`src/rtl/pe_array_sync_pkg.sv`:
```
// pe_array_sync_pkg: shared types and default sizes for the PE-array barrier.
// Holds the 2-bit barrier state encoding and default NUM_PE/EPOCH_W/TIMEOUT_W.
package pe_array_sync_pkg;

  localparam int NUM_PE_DEF    = 64;
  localparam int EPOCH_W_DEF   = 8;
  localparam int TIMEOUT_W_DEF = 16;

  typedef enum logic [1:0] {
    ST_IDLE    = 2'd0,
    ST_WAIT    = 2'd1,
    ST_RELEASE = 2'd2
  } sync_state_e;

endpackage

```
`src/rtl/pe_array_sync_wdog.sv`:
```
// pe_array_sync_wdog: WAIT-cycle counter and timeout compare for the barrier.
// Ports: clk, reset_poweron, clr_i (arm accepted), en_i (in WAIT),
//   limit_i (0 = no limit), hit_o (this WAIT cycle is the last allowed one).
module pe_array_sync_wdog #(
  parameter int TIMEOUT_W = 16
) (
  input  logic                 clk,
  input  logic                 reset_poweron,
  input  logic                 clr_i,
  input  logic                 en_i,
  input  logic [TIMEOUT_W-1:0] limit_i,
  output logic                 hit_o
);

  logic [TIMEOUT_W-1:0] cnt_q;
  logic [TIMEOUT_W-1:0] cnt_inc;

  assign cnt_inc = cnt_q + {{(TIMEOUT_W-1){1'b0}}, 1'b1};
  assign hit_o   = en_i && (limit_i != '0) && (cnt_inc == limit_i);

  always_ff @(posedge clk or posedge reset_poweron) begin
    if (reset_poweron) begin
      cnt_q <= '0;
    end else if (clr_i) begin
      cnt_q <= '0;
    end else if (en_i) begin
      cnt_q <= cnt_inc;
    end
  end

endmodule

```
`src/rtl/pe_array_sync_cntl.sv`:
```
// pe_array_sync_cntl: armed, masked barrier for the PE array. Collects each
// PE's thisSynchronized, releases participants with a one-cycle broadcast
// pulse and counts completed barriers in a wrapping epoch.
// Ports: clk, reset_poweron (async, high), cfg__sync__arm/peMask (arm request),
//   pe__sys__thisSynchronized (per-PE level), sys__pe__allSynchronized (pulse),
//   sys__pe__epoch, sync__sys__pending, sync__sys__busy.
// Macro PE_ARRAY_SYNC_TIMEOUT_EN adds cfg__sync__timeout / sync__sys__timeout
//   and the pe_array_sync_wdog watchdog.
module pe_array_sync_cntl
  import pe_array_sync_pkg::*;
#(
  parameter int NUM_PE    = NUM_PE_DEF,
  parameter int EPOCH_W   = EPOCH_W_DEF,
  parameter int TIMEOUT_W = TIMEOUT_W_DEF
) (
  input  logic               clk,
  input  logic               reset_poweron,
  input  logic               cfg__sync__arm,
  input  logic [NUM_PE-1:0]  cfg__sync__peMask,
`ifdef PE_ARRAY_SYNC_TIMEOUT_EN
  input  logic [TIMEOUT_W-1:0] cfg__sync__timeout,
  output logic               sync__sys__timeout,
`endif
  input  logic [NUM_PE-1:0]  pe__sys__thisSynchronized,
  output logic               sys__pe__allSynchronized,
  output logic [EPOCH_W-1:0] sys__pe__epoch,
  output logic [NUM_PE-1:0]  sync__sys__pending,
  output logic               sync__sys__busy
);

  sync_state_e        state_q;
  logic [NUM_PE-1:0]  activeMask_q;
  logic [NUM_PE-1:0]  arrived_q;
  logic [EPOCH_W-1:0] epoch_q;

  logic [NUM_PE-1:0]  hits;
  logic [NUM_PE-1:0]  arrived_d;
  logic               all_arrived;
  logic               arm_ok;

  assign hits        = pe__sys__thisSynchronized & activeMask_q;
  assign arrived_d   = arrived_q | hits;
  assign all_arrived = (arrived_d == activeMask_q);
  // Arm is honoured only when no barrier is being collected.
  assign arm_ok      = cfg__sync__arm && (state_q != ST_WAIT);

`ifdef PE_ARRAY_SYNC_TIMEOUT_EN
  logic wdog_hit;
  logic tmo_q;

  pe_array_sync_wdog #(
    .TIMEOUT_W(TIMEOUT_W)
  ) u_wdog (
    .clk          (clk),
    .reset_poweron(reset_poweron),
    .clr_i        (arm_ok),
    .en_i         (state_q == ST_WAIT),
    .limit_i      (cfg__sync__timeout),
    .hit_o        (wdog_hit)
  );

  assign sync__sys__timeout = tmo_q;
`endif

  always_ff @(posedge clk or posedge reset_poweron) begin
    if (reset_poweron) begin
      state_q      <= ST_IDLE;
      activeMask_q <= '0;
      arrived_q    <= '0;
      epoch_q      <= '0;
`ifdef PE_ARRAY_SYNC_TIMEOUT_EN
      tmo_q        <= 1'b0;
`endif
    end else begin
`ifdef PE_ARRAY_SYNC_TIMEOUT_EN
      tmo_q <= 1'b0;
`endif
      unique case (state_q)
        ST_WAIT: begin
          arrived_q <= arrived_d;
          if (all_arrived) begin
            state_q <= ST_RELEASE;
            epoch_q <= epoch_q + 1'b1;
`ifdef PE_ARRAY_SYNC_TIMEOUT_EN
          end else if (wdog_hit) begin
            state_q <= ST_IDLE;
            tmo_q   <= 1'b1;
`endif
          end
        end
        ST_IDLE, ST_RELEASE: begin
          if (arm_ok) begin
            activeMask_q <= cfg__sync__peMask;
            arrived_q    <= '0;
            // An empty barrier completes without waiting.
            if (cfg__sync__peMask == '0) begin
              state_q <= ST_RELEASE;
              epoch_q <= epoch_q + 1'b1;
            end else begin
              state_q <= ST_WAIT;
            end
          end else begin
            state_q <= ST_IDLE;
          end
        end
        default: state_q <= ST_IDLE;
      endcase
    end
  end

  assign sys__pe__allSynchronized = (state_q == ST_RELEASE);
  assign sync__sys__busy          = (state_q != ST_IDLE);
  assign sync__sys__pending       = activeMask_q & ~arrived_q;
  assign sys__pe__epoch           = epoch_q;

endmodule
```
`config.mk`:
```
export PLATFORM = sky130hd
export DESIGN_NAME = pe_array_sync_cntl
export DESIGN_NICKNAME = d
export VERILOG_FILES = /design/src/rtl/pe_array_sync_pkg.sv /design/src/rtl/pe_array_sync_wdog.sv /design/src/rtl/pe_array_sync_cntl.sv
export SDC_FILE = /design/constraint.sdc
export NUM_CORES = 1
export LEC_CHECK = 0
export BUFFER_PORTS_ARGS = -buffer_cell sky130_fd_sc_hd__buf_2
export CELL_PAD_IN_SITES_DETAIL_PLACEMENT = 1
export CELL_PAD_IN_SITES_GLOBAL_PLACEMENT = 2
export CORE_ASPECT_RATIO = 2
export CORE_MARGIN = 2
export CORE_UTILIZATION = 31
export CTS_BUF_LIST = sky130_fd_sc_hd__clkbuf_8
export DETAILED_ROUTE_END_ITERATION = 7
export HOLD_SLACK_MARGIN = 0.05
export PLACE_DENSITY = 0.86
export SYNTH_ARGS = -nofsm -noshare
export SYNTH_HDL_FRONTEND = slang
export SYNTH_SLANG_ARGS = --single-unit
```
`constraint.sdc`:
```
create_clock -name clk -period 5.3 [get_ports clk]
set_clock_uncertainty 0.1 [all_clocks]
set_input_delay 0.265 -clock clk [delete_from_list [all_inputs] [get_ports clk]]
set_output_delay 0.265 -clock clk [all_outputs]
set_load 0.02 [all_outputs]
```
==> metrics.cfg, run 1 <==
[sta]
unrepaired_setup_endpoints_after_global_routing = false
timing.final.hold_violations = 0
period_minus_slack_ns = 3.010
actual_slew_at_the_worst_max_slew_pin_ns = 1.011
fin_crit_sh_pct = 56.80
hold_ws_ns = 0.3830
max_clock_freq_ghz = 0.3322
timing.setup.tns_ns = 0
final_setup_violation_count = 0
final-max-slew-violation-count = 0
max_slew_margin_pct = 30.87

[routing]
drtAntennaViolNets = 0
via_count = 7205
wl_met1_um = 10780
drt-wirelength-per-cell_um = 21.07
route.met2.wl_um = 16280
dr.pass1.iters = 4
met3WireLength_um = 985
drc = 0
highest-signal-layer = met4
drt-initial-drc-count = 348
routed_wl_um = 29460
viasPerCell = 5.154

[setup_path]
path_max_fanout = 9
reg2reg_depth = 6
criticalPathCategory = reg2reg
r2r_slack_ns = 2.29
startpoint_type = flop
endpoint_kind = flop
timing.critical_path.from = activeMask_q[23]
r2r_start = activeMask_q[23]
worst_ep_required_time_ns = 5.54
worst-endpoint-arrival_ns = 3.25

[synthesis]
synth.yosys.seq_area_share_pct = 50.59
synth_nets = 914
syn-mean-instance-area_um2 = 8.730
syn_area_um2 = 6827
synth_edf_count = 0
leading_post_synthesis_cells_by_cell_area = dfrtp_1, nand2_1, nor2b_1, nor3b_1, inv_1
synth_area_leader_cell = dfrtp_1
ys.flop_type = dfrtp_1
synth-seq-cells = 138
netlist_instances = 782
ys_warn_count = 0
ys_types = 36
yosysTopAreaCellShare_pct = 50.59
async_flop_share_pct = 100.0

[clock_network]
tritoncts = yes
cts-buffers-inserted = 17
cts-resized-gates = 0
cts_htree_levels = 4
clock_tree.root_cell = clkbuf_8
clk_pin_slew_worst_paths_ns = 0.08
clockBufferDepth = 2
clk-insertion-delay-late_ns = 0.47
post_cts_buffers = 0
cts.sink_count = 138

[global_routing]
antenna_found_initial = 2
track_usage_pct = 25.70
grt_start_max_net_pins = 92
first_global_vias = 7769
global_route_wire_length_before_repair_um = 43720
grt-ovfl-total = 0

[power]
finalPower_w = 0.004107
power.clock.fraction_pct = 22.8
power-per-cell-area_nw_per_um2 = 416.6
maximum_ir_drop_on_the_vdd_rail_uv = 152.5
leakage_nw = 4.801
power_frac_comb_pct = 34.0
power.switching_w = 0.001650
sw_frac_of_total_pct = 40.17
seq_power_share_pct = 43.2
cellInternalPower_w = 0.002457

[cells_and_area]
fraction_of_final_layout_cells_sized_beyond_drive_strength_1_pct = 22.28
nNetsFinal = 1241
ff_latch_area_um2 = 3453
number_of_filler_instances_in_the_final_layout = 2597
multi_input_logic_area_um2 = 3054
postLayoutCellArea_um2 = 9857
syn_to_final_growth_pct = 44.39

[die]
start_util_pct = 31.63
core_um2 = 21590
die_y_extent_um = 213.9
fp.dieArea_um2 = 23300
num_io_pins = 205
row_count = 76
die_width_um = 108.9

[hold_path]
hold_path.startpoint = sys__pe__epoch[7]
kind_of_path_behind_the_tightest_hold_check = reg2reg
hold_path_depth = 1

[job]
timing.max_cap.violations = 0

[placed_design]
postPlaceCellArea_um2 = 8138
numPortBuffers = 204
dp_hpwl_um = 21160
finalWeightedCongestion = 0.8277

[status]
outcome = finished, final reports clean

[placed cells by master, fill, tap and decap left out, types with 28 or more instances in the layout]
cell type / instances
dfrtp_1: 138
nand2_1: 182
dlygate4sd3_1: 129
nor3b_1: 45
a21oi_1: 35
nand3_1: 38
nor2b_1: 62
buf_2: 204
a31oi_1: 28
nor2_1: 37
inv_1: 62
[path summary, 6_finish.rpt]
check / to
setup / recovery: sys__pe__epoch[1]
hold / removal: sys__pe__epoch[7]
setup reg to reg: sys__pe__epoch[1]
hold reg to reg: sys__pe__epoch[7]
max in group asynchronous: activeMask_q[8]
min in group asynchronous: activeMask_q[62]
[cell families after synthesis]
logic type	after synthesis	share of synthesized area, %
fa+ha+maj	1	0.1833
mux	1	0.1649
buf+inv	91	5.004
xor+xnor	7	0.8981
flops	138	50.59
simple gates	428	31.96
compound gates	116	11.20
[flip-flops by register name (all words and copies together) (netlist names)]
register and count:
sys__pe__epoch 8, state_q 2, activeMask_q 64, arrived_q 64
[critical path: stages, from the launching register on]
cell and delay (ns):
dfrtp_1 0.42, nor3b_1 0.16, a2111oi_0 0.85, nand4_1 0.34, nor4_2 0.44, a31oi_4 0.22, mux2_1 0.35
[timing repair]
action / 4_1_cts / 5_1_grt
setup endpoints to repair: 0 / 0
hold buffers: 129 / 0
hold endpoints to repair: 218 / 0
[Yosys cell counts, types with 2 or more instances]
library cell and count:
nand2_1 182, dfrtp_1 138, nor2b_1 64, inv_1 62, nor3b_1 45, nand3_1 38, nor2_1 37, a21oi_1 35
clkbuf_1 29, a31oi_1 28, nand2b_1 22, nor4_1 21, o22ai_1 16, a2111oi_0 12, nand4_1 9, o2111ai_1 7
o21ai_0 7, xor2_1 5, a2111oi_1 4, a222oi_1 2, and2_1 2, nor2b_4 2, xnor2_1 2
[layout make-up]
class / count / share of cell area, %
clock inverter: 14 / 1.752
timing repair buffer: 337 / 23.76
clock buffer: 18 / 2.513
multi-input combinational: 553 / 30.99
tap: 273 / 3.465
inverter: 62 / 2.412
antenna: 3 / 0.07616
sequential: 138 / 35.03
[layer usage]
layer | vias to the layer above | global-route usage [%]
met5 | - | 0
met4 | 0 | 13.66
met3 | 72 | 2.857
met2 | 219 | 48.21
met1 | 3598 | 27.41
li1 | 3316 | -
[stage by stage]
stage | worst slack [ns] | std cells | util (%)
2_1_floorplan | 1.239 | 782 | -
3_3_place_gp | 2.408 | 1234 | 37.70
3_5_place_dp | 2.220 | 1234 | 37.70
4_1_cts | 2.189 | 1395 | 45.63
5_1_grt | 2.221 | 1398 | 45.66
6_report | 2.290 | 1398 | 45.66
[power groups by stage]
stage          Sequential (W)  Combinational [W]  Clock [W]
2_1_floorplan         0.00167           0.000856          0
3_3_place_gp          0.00175            0.00129          0
3_5_place_dp          0.00178            0.00131          0
4_1_cts               0.00176            0.00139   0.000958
5_1_grt               0.00183            0.00152   0.000996
6_report              0.00177            0.00140   0.000936
(Power assumes the default switching activity.)
==> run 2, diff against run 1 <==
--- a/config.mk
+++ b/config.mk
@@ -5,12 +5,13 @@
 export SDC_FILE = /design/constraint.sdc
 export NUM_CORES = 1
 export LEC_CHECK = 0
+export ABC_AREA = 1
 export BUFFER_PORTS_ARGS = -buffer_cell sky130_fd_sc_hd__buf_2
 export CELL_PAD_IN_SITES_DETAIL_PLACEMENT = 1
 export CELL_PAD_IN_SITES_GLOBAL_PLACEMENT = 2
 export CORE_ASPECT_RATIO = 2
 export CORE_MARGIN = 2
-export CORE_UTILIZATION = 31
+export CORE_UTILIZATION = 29
 export CTS_BUF_LIST = sky130_fd_sc_hd__clkbuf_8
 export DETAILED_ROUTE_END_ITERATION = 7
 export HOLD_SLACK_MARGIN = 0.05
==> constraint.sdc (replaced) <==
create_clock -name clk -period 2.86 [get_ports clk]
set_clock_uncertainty 0.1 [all_clocks]
set_input_delay 0.143 -clock clk [delete_from_list [all_inputs] [get_ports clk]]
set_output_delay 0.143 -clock clk [all_outputs]
set_load 0.02 [all_outputs]
==> run 2 against run 1 <==
Routed wire length down 6.1%. Combinational power rose to 3.3 times the previous value. Final area up 6.8%. Die area up 14%. Worst hold slack worse by 0.27 ns. Global-route usage down 4.0 points. First-iteration DRC count down 29%. Via count up 9.0%. Synthesized cell count up 31%. Utilization down 3.5 points. Critical path depth up 6. Critical path type unchanged. Critical endpoint is now sys__pe__epoch[3]. Largest cell class unchanged. Largest power group is now combinational logic.
==> metrics.cfg, run 2 <==
[global_routing]
grt_start_max_net_pins = 65  ; -29%
track_usage_pct = 21.66  ; -4.0 points
global_route_wire_length_before_repair_um = 43460  ; -0.60%
grt-ovfl-total = 0  ; unchanged
first_global_vias = 8588  ; +11%
antenna_found_initial = 4  ; +2

[synthesis]
ys_warn_count = 0  ; unchanged
yosysTopAreaCellShare_pct = 47.28  ; -3.3 points
synth_area_leader_cell = dfrtp_1
post-synth-top-count-cell = nand2_1
synth_edf_count = 0  ; unchanged
syn-mean-instance-area_um2 = 7.106  ; -19%
async_flop_share_pct = 100.0  ; unchanged
leading_post_synthesis_cells_by_cell_area = dfrtp_1, nand2_1, inv_1, o21ai_0, nor2_1
syn_area_um2 = 7305  ; +7.0%
netlist_instances = 1028  ; +31%
synth-seq-cells = 138  ; unchanged
yosys-top-cells-count = nand2_1, inv_1, dfrtp_1, nor2_1, o21ai_0
ys.flop_type = dfrtp_1
synth.yosys.seq_area_share_pct = 47.28  ; -3.3 points
ys_types = 29  ; -19%
synth_nets = 1160  ; +27%

[clock_network]
clk_pin_slew_worst_paths_ns = 0.08  ; about the same
cts-resized-gates = 0  ; unchanged
cts-hold-fix-buffers = 129  ; unchanged
clk-insertion-delay-late_ns = 0.49  ; +0.02 ns
cts.sink_count = 138  ; unchanged
tritoncts = yes
cts_htree_levels = 4  ; unchanged
post_cts_buffers = 0  ; unchanged
clockBufferDepth = 2  ; unchanged
cts-buffers-inserted = 17  ; unchanged
clock_tree.root_cell = clkbuf_8

[routing]
drtAntennaViolNets = 0  ; unchanged
drt-initial-drc-count = 246  ; -29%
drt-wirelength-per-cell_um = 16.08  ; -24%
via_count = 7854  ; +9.0%
routed_wl_um = 27650  ; -6.1%
dr.pass1.iters = 7  ; +3
viasPerCell = 4.566  ; -11%
drc = 0  ; unchanged

[sta]
final_worst_slack_ns = 0.7946  ; -1.495 ns
max_clock_freq_ghz = 0.4842  ; +46%
unrepaired_setup_endpoints_after_global_routing = false
fin_crit_sh_pct = 72.22  ; +15 points
period_minus_slack_ns = 2.065  ; -0.9450 ns
final-max-slew-violation-count = 0  ; unchanged
timing.final.hold_violations = 0  ; unchanged
timing.setup.tns_ns = 0  ; unchanged
final_setup_violation_count = 0  ; unchanged
max_slew_margin_pct = 38.12  ; +7.3 points
actual_slew_at_the_worst_max_slew_pin_ns = 0.9263  ; -0.08456 ns

[setup_path]
cp_cell_sequence = nand2_1 > o21ai_0 > nor2_1 > nand2_1 > nor2_1 > nand2_1 > nor2_2 > nand2_2 > nand2_4 > nand2_4 > nand2_1 > nand2_1
r2r_slack_ns = 0.79  ; -1.50 ns
crit_path_top_delay_cell = dfrtp_1
worst_ep_required_time_ns = 3.15  ; -2.39 ns
startpoint_type = flop
endpoint_kind = flop
cp_common_cell = nand2_1
worst-endpoint-arrival_ns = 2.35  ; -0.90 ns
path_max_fanout = 10  ; +1
timing.critical_path.slowest_cell_delay_ns = 0.42  ; -0.43 ns
criticalPathCategory = reg2reg

[die]
die_y_extent_um = 228.4  ; +6.8%
start_util_pct = 29.30  ; -2.3 points
row_count = 82  ; +7.9%
num_io_pins = 205  ; unchanged
die_width_um = 116.2  ; +6.7%
core_um2 = 24930  ; +15%
fp.dieArea_um2 = 26550  ; +14%

[placed_design]
place.detailed.instances = 1554  ; +26%
dp_slack_ns = 0.7722  ; -1.447 ns
numPortBuffers = 204  ; unchanged
dp_hpwl_um = 18980  ; -10%
finalWeightedCongestion = 0.7868  ; -4.9%

[cells_and_area]
fraction_of_final_layout_cells_sized_beyond_drive_strength_1_pct = 18.56  ; -3.7 points
mostFrequentLayoutCell = nand2_1
most_frequent_cells_in_the_layout = nand2_1, inv_1, buf_2
nNetsFinal = 1498  ; +21%
syn_to_final_growth_pct = 44.06
fin_cells = 1720  ; +23%

[power]
maximum_ir_drop_on_the_vdd_rail_uv = 417.1  ; +170%
leakage_nw = 5.747  ; +20%
power-per-cell-area_nw_per_um2 = 943.7  ; +130%

[job]
timing.max_cap.violations = 0  ; unchanged

[status]
outcome = finished, final reports clean

[hold_path]
kind_of_path_behind_the_tightest_hold_check = in2reg

[run 2: cell count changes after synthesis, sizes merged, moves of 16 or more]
cell / previous run / this run
nor2: 37 / 103
nand2b: 22 / 0
nor2b: 66 / 0
a31oi: 29 / 11
a21oi: 35 / 55
nor4: 23 / 0
nand2: 182 / 263
nand3b: 0 / 16
a2111oi: 16 / 0
o21ai: 8 / 96
nand3: 38 / 57
inv: 62 / 221
nor3b: 45 / 0
[run 2: metal layers]
metal | track usage, % | part of all wire (%)
met2 | 41.30 | 57
met3 | 4.773 | 3.5
met5 | 0 | 0
met1 | 19.73 | 34
met4 | 13.50 | 5.7
[run 2: worst max-delay path: cells and delay by family, from the launching register on]
family,cells,cell delay (ns)
simple gates,11,1.29
flops,1,0.42
compound gates,1,0.14
[run 2: kinds of logic after synthesis]
| kind of cell | Yosys count | share of synthesized area (%) |
|---|---|---|
| and+or+nand+nor | 465 | 26.93 |
| DFF | 138 | 47.28 |
| adders and majority gates | 1 | 0.1713 |
| AOI/OAI and AO/OA | 168 | 12.02 |
| xor gates and xnor gates | 6 | 0.7196 |
| buffers and inverters | 250 | 12.88 |
[run 2: cell type report]
class                      instances  area [µm²]
sequential                       138        3453
fill                            3168       14410
clock inverter                    12       155.1
clock buffer                      20       275.3
tap                              336       420.4
inverter                         223       840.8
timing repair buffer             346        2447
multi-input combinational        640        2918
antenna                            5       12.51
[run 2: final timing paths]
| path | endpoint | cells after the start | startpoint |
|---|---|---|---|
| setup reg to reg | sys__pe__epoch[3] | 12 | activeMask_q[31] |
| hold / removal | activeMask_q[18] | 4 | cfg__sync__arm |
| max in group asynchronous | arrived_q[9] | 4 | reset_poweron |
| min in group asynchronous | arrived_q[4] | 3 | reset_poweron |
| setup / recovery | sys__pe__epoch[3] | 12 | activeMask_q[31] |
| hold reg to reg | activeMask_q[0] | 2 | activeMask_q[0] |
[run 2: report_power, final]
part	switching (W)	internal (W)
registers	0.000709	0.00274
clock network	0.000794	0.00100
logic	0.00309	0.00159
total	0.00460	0.00533
[run 2: per-stage QoR]
| stage | util [%] | area, µm² | total power [W] | hold slack [ns] |
|---|---|---|---|---|
| floorplan | - | 7308 | 0.006379 | 0.1640 |
| detailed placement | 35.25 | 8788 | 0.008058 | 0.2960 |
| global placement | 35.25 | 8788 | 0.007921 | 0.2958 |
| CTS | 42.16 | 10510 | 0.01005 | 0.08460 |
| global route | 42.20 | 10520 | 0.01082 | 0.1534 |
| finish | 42.21 | 10520 | 0.009930 | 0.1143 |
==> run 3, diff against run 2 <==
==> constraint.sdc (replaced) <==
create_clock -name clk -period 2.13 [get_ports clk]
set_clock_uncertainty 0.1 [all_clocks]
set_input_delay 0.1065 -clock clk [delete_from_list [all_inputs] [get_ports clk]]
set_output_delay 0.1065 -clock clk [all_outputs]
set_load 0.02 [all_outputs]
==> run 3 against run 2 <==
Register-to-register slack got worse by 0.63 ns. Sequential power grew 34%. Sequential cell count stayed put. Largest cell class unchanged. Non-clock buffer count down 2. Largest power group unchanged. Worst hold slack improved by 0.055 ns. Clock power up 35%. Critical path type is now in2reg. Critical endpoint is now sys__pe__epoch[1].
==> metrics.cfg, run 3 (synthesis gave the netlist of run 2 again) <==
[status]
outcome = finished, final reports clean

[routing]
routed_wl_um = 27600  ; -0.19%
viasPerCell = 4.600  ; +0.73%
drtAntennaViolNets = 0  ; unchanged
drc = 0  ; unchanged
dr.pass1.iters = 4  ; -3
via_count = 7893  ; +0.50%
drt-initial-drc-count = 269  ; +9.3%
drt-wirelength-per-cell_um = 16.08  ; about the same

[clock_network]
cts_htree_levels = 4  ; unchanged
clock_tree.root_cell = clkbuf_8
tritoncts = yes
clk-insertion-delay-late_ns = 0.48  ; about the same
clockBufferDepth = 2  ; unchanged
cts.sink_count = 138  ; unchanged
cts-buffers-inserted = 17  ; unchanged
clk_pin_slew_worst_paths_ns = 0.08  ; about the same

[die]
die_width_um = 116.2  ; unchanged
num_io_pins = 205  ; unchanged
row_count = 82  ; unchanged
core_um2 = 24930  ; unchanged
fp.dieArea_um2 = 26550  ; unchanged
start_util_pct = 29.30  ; unchanged
die_y_extent_um = 228.4  ; unchanged

[sta]
timing.setup.tns_ns = 0  ; unchanged
max_slew_margin_pct = 51.45  ; +13 points
period_minus_slack_ns = 2.028
final-max-slew-violation-count = 0  ; unchanged
actual_slew_at_the_worst_max_slew_pin_ns = 0.7282  ; -0.1980 ns
fin_crit_sh_pct = 95.20
final_setup_violation_count = 0  ; unchanged
timing.final.hold_violations = 0  ; unchanged
unrepaired_setup_endpoints_after_global_routing = false
max_clock_freq_ghz = 0.4931
final_worst_slack_ns = 0.1022  ; -0.6925 ns

[setup_path]
endpoint_kind = flop
path_max_fanout = 9  ; -1
worst_ep_required_time_ns = 2.40  ; -0.75 ns
startpoint_type = input port
worst-endpoint-arrival_ns = 2.30  ; -0.05 ns
criticalPathCategory = in2reg

[cells_and_area]
number_of_filler_instances_in_the_final_layout = 3172  ; +0.13%
syn_to_final_growth_pct = 44.64
fraction_of_final_layout_cells_sized_beyond_drive_strength_1_pct = 18.81  ; +0.24 points
mostFrequentLayoutCell = nand2_1
fin_cells = 1716  ; -0.23%
nNetsFinal = 1496  ; -0.13%
most_frequent_cells_in_the_layout = nand2_1, inv_1, buf_2

[hold_path]
kind_of_path_behind_the_tightest_hold_check = in2async

[power]
seq_power_share_pct = 34.4  ; -0.4 points
power_frac_comb_pct = 47.7  ; +0.5 points
power.switching_w = 0.006229  ; +36%
cellInternalPower_w = 0.007247  ; +36%
power.clock.fraction_pct = 17.9  ; -0.2 points
maximum_ir_drop_on_the_vdd_rail_uv = 666.8  ; +60%
sw_frac_of_total_pct = 46.22  ; -0.051 points
leakage_nw = 5.753  ; about the same
power-per-cell-area_nw_per_um2 = 1276  ; +35%

[placed_design]
place.detailed.instances = 1550  ; -0.26%
finalWeightedCongestion = 0.7769  ; -1.3%
numPortBuffers = 204  ; unchanged
dp_hpwl_um = 18700  ; -1.4%
dp_slack_ns = -0.03082  ; -0.8030 ns

[global_routing]
global_route_wire_length_before_repair_um = 43750  ; +0.67%
antenna_found_initial = 3  ; -1
track_usage_pct = 21.68  ; about the same
grt_start_max_net_pins = 118  ; +82%
first_global_vias = 8742  ; +1.8%
grt-ovfl-total = 0  ; unchanged

[job]
timing.max_cap.violations = 0  ; unchanged

[run 3: cell count changes in the layout (fill, tap and decap cells not counted)]
cell | before | now
buf_12 | 3 | 6
nand2_2 | 1 | 3
buf_4 | 10 | 4
nor3_2 | 0 | 1
nor2_2 | 2 | 4
nor2_4 | 1 | 2
nor2_1 | 100 | 97
nand2_1 | 259 | 257
nor3_1 | 4 | 3
diode_2 | 5 | 3
dlygate4sd3_1 | 129 | 130
[run 3: layout make-up]
type	instances	area (µm²)	share of cell area, %
flip-flops and latches	138	3453	32.69
clock inverters	12	155.1	1.469
repair buffers	344	2472	23.40
clock buffers	20	275.3	2.605
inverters	223	840.8	7.958
diodes	3	7.507	0.07106
multi-input cells	640	2940	27.83
well taps	336	420.4	3.979
[run 3: final timing paths]
| path | startpoint | endpoint | slack (ns) | cells past startpoint |
|---|---|---|---|---|
| max | cfg__sync__peMask[37] | sys__pe__epoch[1] | 0.10 | 13 |
| min | reset_poweron | arrived_q[6] | 0.17 | 4 |
| max reg2reg | activeMask_q[37] | sys__pe__epoch[1] | 0.16 | 13 |
| min reg2reg | activeMask_q[25] | activeMask_q[25] | 0.42 | 2 |
| max in group asynchronous | reset_poweron | arrived_q[33] | 1.12 | 4 |
| min in group clk | cfg__sync__peMask[42] | activeMask_q[42] | 0.32 | 4 |
[run 3: timing repair]
| item | in CTS | in global routing |
|---|---|---|
| hold buffers | 130 | 0 |
| buffers inserted | 0 | 1 |
| pin swaps | 0 | 3 |
| gates resized for setup | 1 | 6 |
| hold endpoints to repair | 266 | 0 |
| setup endpoints to repair | 8 | 8 |
[run 3: power groups by stage]
stage                     clock, W  combinational, W  sequential (W)
after floorplan                  0           0.00410         0.00447
after global placement           0           0.00605         0.00461
after detailed placement         0           0.00619         0.00468
after CTS                  0.00249           0.00641         0.00464
after global routing       0.00261           0.00724         0.00482
final                      0.00241           0.00643         0.00464
[run 3: through the flow]
step | instance area [µm²] | hold slack (ns) | total power [W] | utilization [%]
5_1_grt | 10570 | 0.1905 | 0.01467 | 42.38
3_5_place_dp | 8783 | 0.1401 | 0.01086 | 35.23
6_report | 10570 | 0.1694 | 0.01348 | 42.38
3_3_place_gp | 8783 | 0.1338 | 0.01067 | 35.23
2_1_floorplan | 7308 | 0.1275 | 0.008565 | -
4_1_cts | 10520 | 0.1450 | 0.01354 | 42.19
[run 3: worst max-delay path, cell delays in order]
cell and delay (ns):
dlygate4sd3_1 0.59, buf_2 0.14, inv_1 0.09, nand4_1 0.11, nor3_2 0.25, buf_4 0.17, nand2_1 0.05, nor2_1 0.08
nand2_1 0.11, o21ai_4 0.31, nand2_4 0.14, nand2_1 0.08, nand2_1 0.06
[run 3: metal layers]
metal  GRT usage, %  up-vias  part of all wire (%)
met5              0        -                     0
met4          13.32        0                   5.6
met1          20.48     3751                    34
met2          41.17      219                    57
li1               -     3833                     -
met3          4.004       90                   3.2
